===== config.mk =====
export PLATFORM = sky130hd
export DESIGN_NAME = bus_seq_engine
export DESIGN_NICKNAME = d
export VERILOG_FILES = /design/src/rtl/bus_seq_engine.sv
export SDC_FILE = /design/constraint.sdc
export NUM_CORES = 1
export LEC_CHECK = 0
export BUFFER_PORTS_ARGS = -buffer_cell sky130_fd_sc_hd__clkbuf_2
export CORE_ASPECT_RATIO = 1.25
export CORE_UTILIZATION = 51
export CTS_CLUSTER_SIZE = 10
export DETAILED_ROUTE_END_ITERATION = 8
export PLACE_DENSITY = 0.78
export SLEW_MARGIN = 20
export SYNTH_ARGS = -nofsm -noshare
export SYNTH_HDL_FRONTEND = slang
export SYNTH_SLANG_ARGS = --single-unit

===== constraint.sdc =====
create_clock -name clk -period 2.7 [get_ports clk]
set_input_delay 0.27 -clock clk [delete_from_list [all_inputs] [get_ports clk]]
set_output_delay 0.27 -clock clk [all_outputs]
set_load 0.05 [all_outputs]

===== src/rtl/bus_seq_engine.sv =====
// rtl/bus_seq_engine.sv - program-execution core for the bus sequencer
module bus_seq_engine #(
    parameter int DATA_W     = 8,
    parameter int CFG_W      = 4,
    parameter int ADDR_W     = 8,
    parameter int WR_BIT     = 2,
    parameter int WAIT_PRESC = 1
) (
    input  logic                      clk,
    input  logic                      rst,
    input  logic                      start,
    input  logic [ADDR_W-1:0]         start_addr,
    input  logic                      abort,
    input  logic                      resume,
    output logic                      prog_rd_en,
    output logic [ADDR_W-1:0]         prog_addr,
    input  logic [CFG_W+DATA_W:0]     prog_data,
    output logic                      tx_valid,
    input  logic                      tx_ready,
    output logic [DATA_W-1:0]         tx_data,
    output logic [CFG_W-1:0]          tx_cfg,
    input  logic                      rx_valid,
    input  logic [DATA_W-1:0]         rx_data,
    output logic                      busy,
    output logic                      paused,
    output logic                      done,
    output logic                      error,
    output logic [ADDR_W-1:0]         pc
);

    localparam int W       = 1 + CFG_W + DATA_W;
    localparam int PRESC_W = $clog2(WAIT_PRESC + 1);
    localparam int CNT_W   = DATA_W + PRESC_W;

    localparam logic [2:0] OP_WAIT       = 3'd0;
    localparam logic [2:0] OP_COMPARE    = 3'd1;
    localparam logic [2:0] OP_COMP_JMP   = 3'd2;
    localparam logic [2:0] OP_STOP       = 3'd3;
    localparam logic [2:0] OP_PAUSE      = 3'd4;
    localparam logic [2:0] OP_UNCOND_JMP = 3'd5;

    typedef enum logic [2:0] {
        S_IDLE,
        S_FETCH,
        S_DECODE,
        S_XFER,
        S_RXWAIT,
        S_WAIT,
        S_PAUSED
    } state_t;

    state_t              state;
    logic                match;
    logic [DATA_W-1:0]   rx_hist0;
    logic [DATA_W-1:0]   rx_hist1;
    logic [CNT_W-1:0]    wait_cnt;

    // Fields of the word currently returned by the program RAM
    logic                word_is_xfer;
    logic [CFG_W-1:0]    word_cfg;
    logic [DATA_W-1:0]   word_data;
    logic [2:0]          word_op;
    logic                word_flag;

    assign word_is_xfer = prog_data[0];
    assign word_cfg     = prog_data[CFG_W:1];
    assign word_data    = prog_data[W-1:CFG_W+1];
    assign word_op      = prog_data[3:1];
    assign word_flag    = prog_data[4];

    // Jump offset is the data field resized to the address width
    logic [ADDR_W-1:0]   jmp_off;
    generate
        if (DATA_W >= ADDR_W) begin : g_off_trunc
            assign jmp_off = word_data[ADDR_W-1:0];
        end else begin : g_off_ext
            assign jmp_off = {{(ADDR_W-DATA_W){1'b0}}, word_data};
        end
    endgenerate

    logic [ADDR_W-1:0]   pc_inc;
    logic [ADDR_W-1:0]   jmp_target;
    logic [CNT_W-1:0]    wait_total;
    logic                cmp_hit;

    assign pc_inc     = pc + ADDR_W'(1);
    assign jmp_target = word_flag ? (pc - jmp_off) : (pc + jmp_off);
    assign wait_total = CNT_W'(word_data) * CNT_W'(WAIT_PRESC);
    assign cmp_hit    = ((word_flag ? rx_hist0 : rx_hist1) == word_data);

    logic                fetch_req;
    logic [ADDR_W-1:0]   fetch_pc;

    // Decide whether the next cycle is a FETCH and from which address
    always_comb begin
        fetch_req = 1'b0;
        fetch_pc  = pc_inc;
        case (state)
            S_IDLE: begin
                fetch_req = start;
                fetch_pc  = start_addr;
            end
            S_DECODE: begin
                if (!word_is_xfer) begin
                    case (word_op)
                        OP_WAIT:       fetch_req = (wait_total < CNT_W'(2));
                        OP_COMPARE:    fetch_req = 1'b1;
                        OP_COMP_JMP: begin
                            fetch_req = 1'b1;
                            fetch_pc  = match ? jmp_target : pc_inc;
                        end
                        OP_UNCOND_JMP: begin
                            fetch_req = 1'b1;
                            fetch_pc  = jmp_target;
                        end
                        default:       fetch_req = 1'b0;
                    endcase
                end
            end
            S_XFER:   fetch_req = tx_ready && tx_cfg[WR_BIT];
            S_RXWAIT: fetch_req = rx_valid;
            S_WAIT:   fetch_req = (wait_cnt == '0);
            S_PAUSED: begin
                fetch_req = resume;
                fetch_pc  = pc;
            end
            default:  fetch_req = 1'b0;
        endcase
    end

    // Sequencer state machine with registered outputs
    always_ff @(posedge clk) begin
        if (rst) begin
            state      <= S_IDLE;
            prog_rd_en <= 1'b0;
            prog_addr  <= '0;
            pc         <= '0;
            tx_valid   <= 1'b0;
            tx_data    <= '0;
            tx_cfg     <= '0;
            busy       <= 1'b0;
            paused     <= 1'b0;
            done       <= 1'b0;
            error      <= 1'b0;
            match      <= 1'b0;
            rx_hist0   <= '0;
            rx_hist1   <= '0;
            wait_cnt   <= '0;
        end else begin
            done       <= 1'b0;
            prog_rd_en <= 1'b0;
            if (abort) begin
                state    <= S_IDLE;
                busy     <= 1'b0;
                paused   <= 1'b0;
                tx_valid <= 1'b0;
            end else begin
                case (state)
                    S_IDLE: begin
                        if (start) begin
                            error <= 1'b0;
                            busy  <= 1'b1;
                        end
                    end
                    S_FETCH: state <= S_DECODE;
                    S_DECODE: begin
                        if (word_is_xfer) begin
                            tx_valid <= 1'b1;
                            tx_data  <= word_data;
                            tx_cfg   <= word_cfg;
                            state    <= S_XFER;
                        end else begin
                            case (word_op)
                                OP_WAIT: begin
                                    wait_cnt <= wait_total - CNT_W'(2);
                                    state    <= S_WAIT;
                                end
                                OP_COMPARE:    match <= cmp_hit;
                                OP_COMP_JMP:   ;
                                OP_UNCOND_JMP: ;
                                OP_STOP: begin
                                    done  <= 1'b1;
                                    busy  <= 1'b0;
                                    state <= S_IDLE;
                                end
                                OP_PAUSE: begin
                                    pc     <= pc_inc;
                                    paused <= 1'b1;
                                    state  <= S_PAUSED;
                                end
                                default: begin
                                    error <= 1'b1;
                                    done  <= 1'b1;
                                    busy  <= 1'b0;
                                    state <= S_IDLE;
                                end
                            endcase
                        end
                    end
                    S_XFER: begin
                        if (tx_ready) begin
                            tx_valid <= 1'b0;
                            if (!tx_cfg[WR_BIT]) begin
                                state <= S_RXWAIT;
                            end
                        end
                    end
                    S_RXWAIT: begin
                        if (rx_valid) begin
                            rx_hist1 <= rx_hist0;
                            rx_hist0 <= rx_data;
                        end
                    end
                    S_WAIT: begin
                        if (wait_cnt != '0) begin
                            wait_cnt <= wait_cnt - CNT_W'(1);
                        end
                    end
                    S_PAUSED: begin
                        if (resume) begin
                            paused <= 1'b0;
                        end
                    end
                    default: state <= S_IDLE;
                endcase

                // Any path that continues execution lands in FETCH here
                if (fetch_req) begin
                    state      <= S_FETCH;
                    pc         <= fetch_pc;
                    prog_addr  <= fetch_pc;
                    prog_rd_en <= 1'b1;
                end
            end
        end
    end

endmodule


Word level (Yosys, flattened, before mapping)
Index checks and enable logic that the tools add are counted.

storage, ports and cells
  register bits = 63

operators by class
  add/sub/neg operators = 5
  order comparisons = 1
  equal/unequal tests = 29
  muxes and demuxes = 40
  bitwise operators = 4
  reduce and logical (&&, ||, !) cells = 30

operators with widths
  cell                 number
  $mux 8               8
  $mux 9               3
  $pmux 8 s3           1
  $reduce_and 4->1     6
  $ne 2x2->1 const B   10
  $pmux 9 s2           1
  $pmux 8 s2           1
  $eq 3x3->1 const B   5
  $mux 1               15
  $eq 3x2->1 const B   4
  $pmux 3 s4           1
  $reduce_bool 2->1    6
  $pmux 1 s2           5
  $reduce_and 5->1     2
  $logic_not 9->1      1
  $mux 3               3
  $ne 3x3->1 const B   3
  $pmux 3 s3           1
  $reduce_and 3->1     3
  $reduce_bool 9->1    1
  $sub 8x2->9 const B  1
  $sub 9x1->9 const B  1
  $add 8x1->8 const B  1
  $add 8x8->8          1
  other kinds (16)     25

Longest topological paths before layout
  depth in word-level cells = 7
  depth in mapped cells = 12
  mapped depth without buffers = 12

Worst setup path before layout
Ideal clock, no wire load.

  kind = input port to flip-flop
  from = input port prog_data[4]
  to = register pc[4]
  data arrival time = 2.630 ns
  setup slack = -0.060 ns
  stages on the path = 10
  cell sequence = clkbuf_1 buf_1 mux2i_1 fa_1 a211oi_1 nor2_1 xor2_1 a221oi_1 mux2_2 o32ai_2

on the way
  word-level cells in the longest chain between the ends = 6

ends and longest elaborated chain
  item                    RTL line  RTL
  start: declaration      17        input logic [CFG_W+DATA_W:0] prog_data,
  $mux 8 *                87        assign jmp_target = word_flag ? (pc - jmp_off) : (pc + jmp_off);
  $mux 8                  110       fetch_pc = match ? jmp_target : pc_inc;
  $pmux 8 s2 *            105       case (word_op)
  $mux 8 *                104       if (!word_is_xfer) begin
  $pmux 8 s3 *            98        case (state)
  $mux 8 *                228       if (fetch_req) begin
  end signal: assignment  187       pc <= pc_inc;
  end signal: assignment  230       pc <= fetch_pc;
  end: declaration        28        output logic [ADDR_W-1:0] pc

Mark *: on every way between the ends. The rest lies on a longest branch, timed or not.
A chain may end at the register's enable or synchronous reset.

Worst setup path in the final report
  from = register wait_cnt[0]
  to = register pc[3]

on the way
  word-level cells in the longest chain between the ends = 4
  elaborated cells between the ends (all ways) = 7
  those cells by class = eq/ne (1); mux (2); reduce/logical (4)

ends and longest elaborated chain
  item                                                              RTL line  RTL
  start: declaration                                                56        logic [CNT_W-1:0] wait_cnt;
  start signal: assignment                                          175       wait_cnt <= wait_total - CNT_W'(2);
  start signal: assignment                                          216       wait_cnt <= wait_cnt - CNT_W'(1);
  $logic_not 9->1 *                                                 122       S_WAIT: fetch_req = (wait_cnt == '0);
  $pmux 1 s6 *                                                      98
  $ne 2x1->1 (no line) / $reduce_bool 2->1 (equally long branches)  --
  $reduce_and 4->1 (no line)                                        --

Marks and branches as above.

==> flow_metrics.env <==
export IMPL_syn_area_per_cell_um2=8.23
export IMPL_hold_depth=3
export IMPL_peakVddDrop_v=0.000347
export IMPL_dr_total_vias=3908
export IMPL_num_rows=36
export IMPL_regArea_um2=1260
export IMPL_final_core_util=0.619
export IMPL_track_usage=0.269
export IMPL_clk_latency_ns=0.36
export IMPL_cts_sinks=63
export IMPL_setup_tns_ns=0
export IMPL_leakagePower_nw=1.95
export IMPL_core_um2=7790
export IMPL_syn_nets=546
export IMPL_r2r_start="wait_cnt[0]"
export IMPL_report_final_slew_viol_count=0
export IMPL_ys_ff_latch=63
export IMPL_seq_area_frac_synth=0.308
export IMPL_wl_per_cell_um=16.0
export IMPL_post_cts_repair_setup_buffers=0
export IMPL_grt_pass1_vias=3650
export IMPL_critPathKind="register to register"
export IMPL_antenna_found_initial=0
export IMPL_cp_max_fo=8
export IMPL_nets=615
export IMPL_synth_edff_count=0
export IMPL_max_clock_freq_ghz=0.399
export IMPL_grt_pass1_wl_mm=17.1
export IMPL_r2r_end="pc[3]"
export IMPL_clock_skew_ns=0.00382
export IMPL_crit_start="wait_cnt[0]"
export IMPL_powerDensity_nw_per_um2=490
export IMPL_layout_common_cells="nor2_1 (79), clkbuf_2 (69), dfxtp_1 (63)"
export IMPL_cts_tree="done"
export IMPL_via_per_inst=5.87
export IMPL_clkSlewWorstSetupHoldPaths_ns=0.07
export IMPL_nFillCells=689
export IMPL_period_share=0.928
export IMPL_slew_headroom=0.561
export IMPL_gr_total_overflow=0
export IMPL_startpoint_type="register"
export IMPL_gp_congestion=0.896
export IMPL_antenna_left=0
export IMPL_synthDistinctLibCells=67
export IMPL_regToRegSetupSlack_ns=0.20
export IMPL_die_h_um=102
export IMPL_yosys_warnings=0
export IMPL_hp_class="input port to register"
export IMPL_die_area_um2=8380
export IMPL_syn_area_um2=4090
export IMPL_area_growth_pct=18.0
export IMPL_drive_above_1_share=0.231
export IMPL_finalSetupViolCount=0
export IMPL_max_slew_worst_pin_slew_ns=0.655
export IMPL_critPathCaptureType="register"
export IMPL_final_common_cell="nor2_1"
export IMPL_antenna_cells=0
export IMPL_outcome="finished, final reports clean"
export IMPL_drc_errors=0
export IMPL_multi_input_area_um2=2600
export IMPL_port_buffers=69
export IMPL_start_util=0.525
export IMPL_post_dp_hpwl_mm=7.96
export IMPL_worstPathArrival_ns=2.75
export IMPL_crit_path_end="pc[3]"
export IMPL_drv_cap=0
export IMPL_fin_crit_ns=2.50
export IMPL_io_pins=70
export IMPL_syn_inst=497
export IMPL_htreeDepth=3
export IMPL_rsz0062_at_grt="no"
export IMPL_drt_iter0_drc=328
export IMPL_numCtsBuffers=9
export IMPL_routed_wl_mm=10.7
export IMPL_die_w_um=82.1
export IMPL_first_pass_iters=5
export IMPL_clockBufferDepth=2
export IMPL_crit_required_ns=2.94
export IMPL_grt_max_degree=58
export IMPL_ff2ff_path_depth=8
export IMPL_async_reset_ff_frac=0
export IMPL_hold_viol_final=0
export IMPL_synthFlopType="dfxtp_1"
export IMPL_clockRootBuffer="clkbuf_8"
## metal layers
metal  share of wire  global-route usage
met5               0                   0
met4           0.032               0.131
met3           0.049              0.0491
met2            0.50               0.458
met1            0.42               0.320
## report_power, final
group / total [mW] / internal [mW] / switching (mW)
clock: 0.965 / 0.568 / 0.397
combinational: 0.435 / 0.163 / 0.272
sequential: 0.967 / 0.947 / 0.0198
total: 2.37 / 1.68 / 0.689
## cell type report
type | count | area share
Timing Repair Buffer | 96 | 0.114
Tap cell | 95 | 0.0246
Sequential cell | 63 | 0.261
Clock buffer | 11 | 0.0314
Clock inverter | 5 | 0.0166
Inverter | 18 | 0.0140
Multi-Input combinational cell | 378 | 0.539
## kinds of logic (layout without fill, tap and decap cells)
kind of cell               count (synthesis)  after routing  share of synthesized area
AOI/OAI and AO/OA                        114            114                      0.196
xor gates and xnor gates                  28             28                     0.0600
adders and majority gates                 13             13                     0.0416
buffers and inverters                     56            130                     0.0606
DFF                                       63             63                      0.308
muxes                                     45             45                      0.110
and+or+nand+nor                          178            178                      0.223
## per-stage QoR
stage	hold slack [ns]	instance area (µm²)	setup WS, ns	cells	power (mW)
after floorplan	0.417	4090	0.0980	497	1.29
after global placement	0.444	4590	0.00678	650	1.41
after detailed placement	0.456	4590	-0.0607	650	1.42
after CTS	0.146	4820	0.137	666	2.37
after global routing	0.158	4830	0.0647	666	2.45
final	0.151	4830	0.195	666	2.37
## synthesized netlist by cell type, types with 2 or more instances
cell type,n,area share
nand3b_1,8,0.015
a22oi_1,12,0.022
mux2i_1,44,0.11
and3_1,3,0.0046
or3_1,4,0.0061
inv_1,18,0.017
buf_4,3,0.0055
xnor2_1,15,0.032
buf_1,2,0.0018
o211ai_1,3,0.0055
or2_2,3,0.0046
nand2b_1,8,0.012
buf_6,2,0.0055
nor4_2,2,0.0061
o21ai_0,21,0.026
nor3b_1,4,0.0073
a221oi_1,3,0.0064
xor2_1,13,0.028
a211oi_1,9,0.017
a21o_1,3,0.0055
nand3_1,7,0.0086
o32ai_2,3,0.012
a21oi_1,30,0.037
nand2_1,25,0.023
nor3_1,13,0.016
a31oi_1,3,0.0046
nand4_1,3,0.0046
o22ai_1,2,0.0031
a221o_1,3,0.0073
o32ai_1,2,0.0043
nor2_1,79,0.072
a21boi_0,3,0.0055
o41ai_1,2,0.0043
dfxtp_1,63,0.31
ha_1,12,0.037
o21ai_1,2,0.0024
o21bai_1,2,0.0037
nor2b_1,3,0.0046
clkbuf_1,22,0.020
nor4_1,3,0.0046
buf_2,9,0.011
## worst min-delay path by stage
stage                             from          end  slack (ns)
after global routing        rx_data[7]  rx_hist0[7]        0.16
final                       rx_data[5]  rx_hist0[5]        0.15
after detailed placement          busy         busy        0.46
after CTS                   rx_data[5]  rx_hist0[5]        0.15
after floorplan           prog_data[6]   tx_data[1]        0.42
after global placement            busy         busy        0.44
## sequential cells by signal (all words and copies together), names as in the netlist
register	flops
pc	8
prog_addr	8
paused	1
match	1
busy	1
state	3
rx_hist1	8
tx_valid	1
done	1
rx_hist0	8
tx_data	8
prog_rd_en	1
error	1
tx_cfg	4
wait_cnt	9
## worst max-delay path: stages (launching register included)
cell      delay, ns
dfxtp_1        0.34
inv_1          0.08
ha_1           0.21
or4b_4         0.51
and4bb_2       0.41
nor3_4         0.09
a31o_4         0.30
or2_4          0.27
o32ai_1        0.16
## timing repair
| action | CTS | global route |
|---|---|---|
| endpoints found under the setup margin | 0 | 3 |
| hold buffers | 0 | 0 |
| resized for setup | 0 | 2 |
Note: power is estimated with default switching activity, not from simulation.
